[src/rtl/uart_rx_top.sv]
// UART16550 receiver: 16x oversampled deserialiser for 5-8 data bits, optional parity and one stop bit.
// Define UART_RX_SYNC_EN to pass rx through a 2-flop synchroniser before the receive FSM.
module uart_rx_top #(
    parameter int OVERSAMPLE = 16
) (
    input  logic       clk,
    input  logic       rst,
    input  logic       baud_pulse,
    input  logic       rx,
    input  logic       pen,
    input  logic       eps,
    input  logic       stick_parity,
    input  logic [1:0] wls,
    output logic [7:0] rx_out,
    output logic       push,
    output logic       pe,
    output logic       fe,
    output logic       bi,
    output logic       rx_busy
);

    localparam int TW = $clog2(OVERSAMPLE);
    localparam logic [TW-1:0] MID_TICK  = TW'(OVERSAMPLE / 2 - 1);
    localparam logic [TW-1:0] LAST_TICK = TW'(OVERSAMPLE - 1);

    typedef enum logic [2:0] {
        IDLE,
        START,
        DATA,
        PARITY,
        STOP
    } state_t;

    state_t          state_q;
    logic [TW-1:0]   tick_q;
    logic [2:0]      bitcnt_q;
    logic [7:0]      data_q;
    logic            par_q;
    logic            pen_q;
    logic            eps_q;
    logic            stick_q;
    logic [1:0]      wls_q;
    logic            armed_q;
    logic [7:0]      rx_out_q;
    logic            push_q;
    logic            pe_q;
    logic            fe_q;
    logic            bi_q;
    logic            busy_q;

    logic            rx_s;
    logic            par_exp;
    logic            last_bit;
    logic            end_tick;

`ifdef UART_RX_SYNC_EN
    logic [1:0] sync_q;

    always_ff @(posedge clk) begin
        if (!rst) begin
            sync_q <= 2'b11;
        end else begin
            sync_q <= {sync_q[0], rx};
        end
    end

    assign rx_s = sync_q[1];
`else
    assign rx_s = rx;
`endif

    // Upper data bits are cleared when a frame starts, so full-width parity is exact for short words.
    assign par_exp  = stick_q ? ~eps_q : (eps_q ? ^data_q : ~^data_q);
    assign last_bit = (bitcnt_q == ({1'b0, wls_q} + 3'd4));
    assign end_tick = (tick_q == LAST_TICK);

    always_ff @(posedge clk) begin
        if (!rst) begin
            state_q  <= IDLE;
            tick_q   <= '0;
            bitcnt_q <= '0;
            data_q   <= '0;
            par_q    <= 1'b0;
            pen_q    <= 1'b0;
            eps_q    <= 1'b0;
            stick_q  <= 1'b0;
            wls_q    <= 2'b00;
            armed_q  <= 1'b1;
            rx_out_q <= '0;
            push_q   <= 1'b0;
            pe_q     <= 1'b0;
            fe_q     <= 1'b0;
            bi_q     <= 1'b0;
            busy_q   <= 1'b0;
        end else begin
            push_q <= 1'b0;
            if (baud_pulse) begin
                unique case (state_q)
                    IDLE: begin
                        tick_q <= '0;
                        // After a framing error the line must be seen high before a new start is accepted.
                        if (!armed_q) begin
                            armed_q <= rx_s;
                        end else if (!rx_s) begin
                            state_q <= START;
                            busy_q  <= 1'b1;
                        end
                    end
                    START: begin
                        if (tick_q == MID_TICK) begin
                            tick_q <= '0;
                            if (rx_s) begin
                                state_q <= IDLE;
                                busy_q  <= 1'b0;
                            end else begin
                                state_q  <= DATA;
                                bitcnt_q <= '0;
                                data_q   <= '0;
                                par_q    <= 1'b0;
                                pen_q    <= pen;
                                eps_q    <= eps;
                                stick_q  <= stick_parity;
                                wls_q    <= wls;
                            end
                        end else begin
                            tick_q <= tick_q + 1'b1;
                        end
                    end
                    DATA: begin
                        if (end_tick) begin
                            tick_q           <= '0;
                            data_q[bitcnt_q] <= rx_s;
                            bitcnt_q         <= bitcnt_q + 1'b1;
                            if (last_bit) begin
                                state_q <= pen_q ? PARITY : STOP;
                            end
                        end else begin
                            tick_q <= tick_q + 1'b1;
                        end
                    end
                    PARITY: begin
                        if (end_tick) begin
                            tick_q  <= '0;
                            par_q   <= rx_s;
                            state_q <= STOP;
                        end else begin
                            tick_q <= tick_q + 1'b1;
                        end
                    end
                    STOP: begin
                        if (end_tick) begin
                            tick_q   <= '0;
                            state_q  <= IDLE;
                            busy_q   <= 1'b0;
                            push_q   <= 1'b1;
                            rx_out_q <= data_q;
                            pe_q     <= pen_q & (par_q != par_exp);
                            fe_q     <= ~rx_s;
                            bi_q     <= ~rx_s & (data_q == 8'd0) & (~par_q | ~pen_q);
                            armed_q  <= rx_s;
                        end else begin
                            tick_q <= tick_q + 1'b1;
                        end
                    end
                    default: begin
                        state_q <= IDLE;
                        busy_q  <= 1'b0;
                    end
                endcase
            end
        end
    end

    assign rx_out  = rx_out_q;
    assign push    = push_q;
    assign pe      = pe_q;
    assign fe      = fe_q;
    assign bi      = bi_q;
    assign rx_busy = busy_q;

endmodule

[config.mk]
export PLATFORM = sky130hd
export DESIGN_NAME = uart_rx_top
export DESIGN_NICKNAME = d
export VERILOG_FILES = /design/src/rtl/uart_rx_top.sv
export SDC_FILE = /design/constraint.sdc
export NUM_CORES = 1
export LEC_CHECK = 0
export BUFFER_PORTS_ARGS = -buffer_cell sky130_fd_sc_hd__buf_2
export CORE_MARGIN = 10
export CORE_UTILIZATION = 23
export CTS_BUF_LIST = sky130_fd_sc_hd__clkbuf_8
export DETAILED_ROUTE_END_ITERATION = 10
export PLACE_DENSITY = 0.49
export SLEW_MARGIN = 20
export SYNTH_ARGS = -nofsm -noshare
export SYNTH_HDL_FRONTEND = slang
export SYNTH_SLANG_ARGS = --single-unit
[constraint.sdc]
create_clock -name clk -period 1.67 [get_ports clk]
set_input_delay 0.334 -clock clk [delete_from_list [all_inputs] [get_ports clk]]
set_output_delay 0.334 -clock clk [all_outputs]
set_load 0.03 [all_outputs]
==> metrics.md <==
| Metric | Value |
|---|---|
| Row Count | `35` |
| I/O pin count | `22` |
| Slew headroom | `between 60 and 70%` |
| Routed Wire Length | `5500 um` |
| Post-route cell area | `2730 um^2` |
| CP Capture Type | `register` |
| Period utilization | `94.6%` |
| Hold-fix buffers at CTS | `0` |
| YS warnings | `0` |
| Initial core utilization | `23.5%` |
| Fin cells | `407` |
| Final nets | `310` |
| Clk slew on worst S/H paths | `about 80 ps` |
| Avg Cell Area, Syn | `8.53 um^2` |
| Placed instance count | `399` |
| Fraction of layout cells with a size suffix above 1 | `between 30% and 40%` |
| Fin util | `29.8%` |
| Leading area contributor after synthesis | `dfxtp_1` |
| CTS tree | `yes` |
| Die W | `117 um` |
| Initial drt markers | `80` |
| Flops & latches, synth | `38` |
| R2r startpoint | `state_q[0]` |
| Core Area | `just over 9000 um^2` |
| Startpoint types | `register` |
| Reg area | `774 um^2` |
| Leakage | `0.976 nW` |
| Hold WC Path Type | `primary input to register` |
| Kind of critical path | `register to register` |
| Die area | `13600 um^2` |
| Worst EP arrival | `1800 ps` |
| Clock sink count | `38` |
| Final HPWL DP | `4300 um` |
| Vias in the first global route | `between 1500 and 2000` |
| Count leader, synth | `dfxtp_1` |
| Max VDD drop | `between 0.3 and 0.4 mV` |
| Buffer depth of the longest clock path | `2` |
| Critical path fanouts, max | `8` |
| Mapped Area | `between 2000 and 2500 um^2` |
| Syn nets | `267` |
| Worst hold stages | `3` |
| RR Endpoint | `state_q[2]` |
| Worst Hold Path EP | `wls_q[0]` |
| WL/cell | `13.5 um` |
| Syn Inst Count | `252` |
| Max-Cap Viols | `0` |
| Setup TNS Final | `0 ps` |
| Pint | `~1.3 mW` |
| TritonCTS buffer count | `5` |
| Post-DP Area | `about 2600 um^2` |
| H-tree lvl count | `2` |
| Routed via count | `1885` |
| GRT overflow | `0` |
| Slew @ Worst Pin | `493 ps` |
| Pre-antenna DRT Iters | `4` |
| Clock Tree Root | `clkbuf_8` |
| Minimum hold slack | `roughly 280 ps` |
| Crit path required time | `approximately 1900 ps` |
| Status | `complete, no violations` |
| Yosys top cell area share | `35.4%` |
| Area Overhead vs Synth | `26.8%` |
| Pwr Density | `666 nW/um^2` |
| Final worst slack | `around 90 ps` |
| Clk_skew | `8.55 ps` |
| ANT cells | `0` |
| Post-synth top cells | `dfxtp_1 (38), nand2_1 (34), a21oi_1 (25)` |
| First-pass GRT wire length | `9220 um` |
| Vias per cell | `4.63` |
| Logic pwr share | `11.8%` |
| Slew Limit Fails | `0` |
| Largest cells by area after synthesis | `dfxtp_1 (35%), mux2i_1 (6.1%), nand2_1 (5.9%), a21oi_1 (5.8%), xnor2_1 (3.7%)` |
| Skew-Pair Late Insertion Delay | `290 ps` |
| HP Start | `wls[0]` |
| Antenna viol nets, final | `0` |
| Multi-input gate area | `around 1300 um^2` |
| Reported net switching power | `0.478 mW` |
| Place WS | `-67.0 ps` |
| Post-synth top flop | `dfxtp_1` |
| F_max | `0.633 GHz` |
| Final hold vios | `0` |
| Clock network fraction of total power | `37.4%` |
| Synth async-reset ratio | `0%` |
| Sw Ratio | `a little over a quarter` |
| Die Ht | `117 um` |
| Initial antenna violation count | `0` |
| DRC | `0` |
| Seq pwr share | `50.8%` |
| Port Buffers | `21` |
| GRT Overall Usage | `under 10%` |
| Post-synth cell types | `52` |
| Min Clock Period, post-route | `1580 ps` |
| Flop2flop setup slack | `about 90 ps` |
| Post-synth EDFFs | `0` |
| Routability cong. | `roughly 0.8` |
| Fill count | `around 960` |
| Pwr Total | `about 1.8 mW` |
| Worst reg-to-reg path cell count | `5` |
| Largest net degree at the start of global routing | `20` |
| Seq/Total Area, Yosys | `a little over a third` |
| Final setup violating endpoints | `0` |
cell families after synthesis:
kind of cell / share of synthesized area, %
XOR/XNOR: 3.67
adder cells (fa/ha/maj): 3.49
flip-flops: 35.4
AND/OR/NAND/NOR: 28.1
multiplexers: 6.58
buffers and inverters: 6.17
AO/OA/AOI/OAI: 16.5
layout make-up:
class	count	area share, %
Multi-Input combinational cell	186	48.3
Tap cell	111	5.10
Timing Repair Buffer	52	13.0
Sequential cell	38	28.4
Clock buffer	6	3.03
Inverter	12	1.65
Clock inverter	2	0.459
power groups by stage:
stage               Clock [mW]  Combinational, mW  Sequential (mW)
floorplan                    0              0.125            0.946
CTS                      0.714              0.210            0.923
global route             0.752              0.237            0.924
global placement             0              0.211            0.944
detailed placement           0              0.209            0.944
finish                   0.680              0.215            0.922
critical path, cell delays in order (launching register included):
cell and delay [ps]:
dfxtp_4 390, buf_4 150, xnor2_1 180, a311oi_2 110, or4_1 540, a21oi_1 140
flip-flops by register name, indices dropped and copies added, names as in the netlist:
name      count
data_q        8
rx_out        8
tick_q        4
bitcnt_q      3
state_q       3
wls_q         2
armed_q       1
bi            1
eps_q         1
fe            1
par_q         1
pe            1
pen_q         1
push          1
rx_busy       1
stick_q       1
layout by cell type, fill, tap and decap left out, types with 2 or more instances in the layout:
| cell | instances |
|---|---|
| a21oi_1 | 24 |
| buf_4 | 29 |
| nor2_1 | 11 |
| xnor2_1 | 9 |
| buf_2 | 21 |
| a31oi_1 | 3 |
| clkbuf_8 | 6 |
| nand3_1 | 6 |
| nor4_2 | 5 |
| dfxtp_1 | 33 |
| nand2_1 | 34 |
| nand4_1 | 4 |
| o31ai_1 | 3 |
| o21a_1 | 3 |
| nand3_2 | 2 |
| or3_1 | 2 |
| nor4b_2 | 2 |
| nor3_1 | 2 |
| or4_1 | 4 |
| nand2b_1 | 7 |
| and2_1 | 2 |
| mux2i_1 | 13 |
| o21ai_1 | 5 |
| o21ai_0 | 3 |
| nor2b_1 | 4 |
| a211oi_1 | 3 |
| o2111ai_1 | 2 |
| dfxtp_4 | 3 |
| inv_1 | 11 |
| dfxtp_2 | 2 |
| ha_1 | 5 |
worst max-delay path by stage:
stage | startpoint | end
after global placement | tick_q[0] | data_q[1]
final | state_q[0] | state_q[2]
after global routing | tick_q[0] | data_q[6]
after detailed placement | tick_q[0] | data_q[0]
after CTS | tick_q[0] | eps_q
after floorplan | tick_q[0] | data_q[5]
what timing repair did:
item,CTS,global route
setup buffers,0,0
gates resized for setup,4,17
endpoints found under the setup margin,12,29
pin swaps,0,2
layer usage:
layer	wire (um)	track usage [%]
met1	2750	11.5
met2	2470	12.5
met3	159	1.85
met4	125	3.54
met5	0	0
Note: power is estimated with default switching activity, not from simulation.
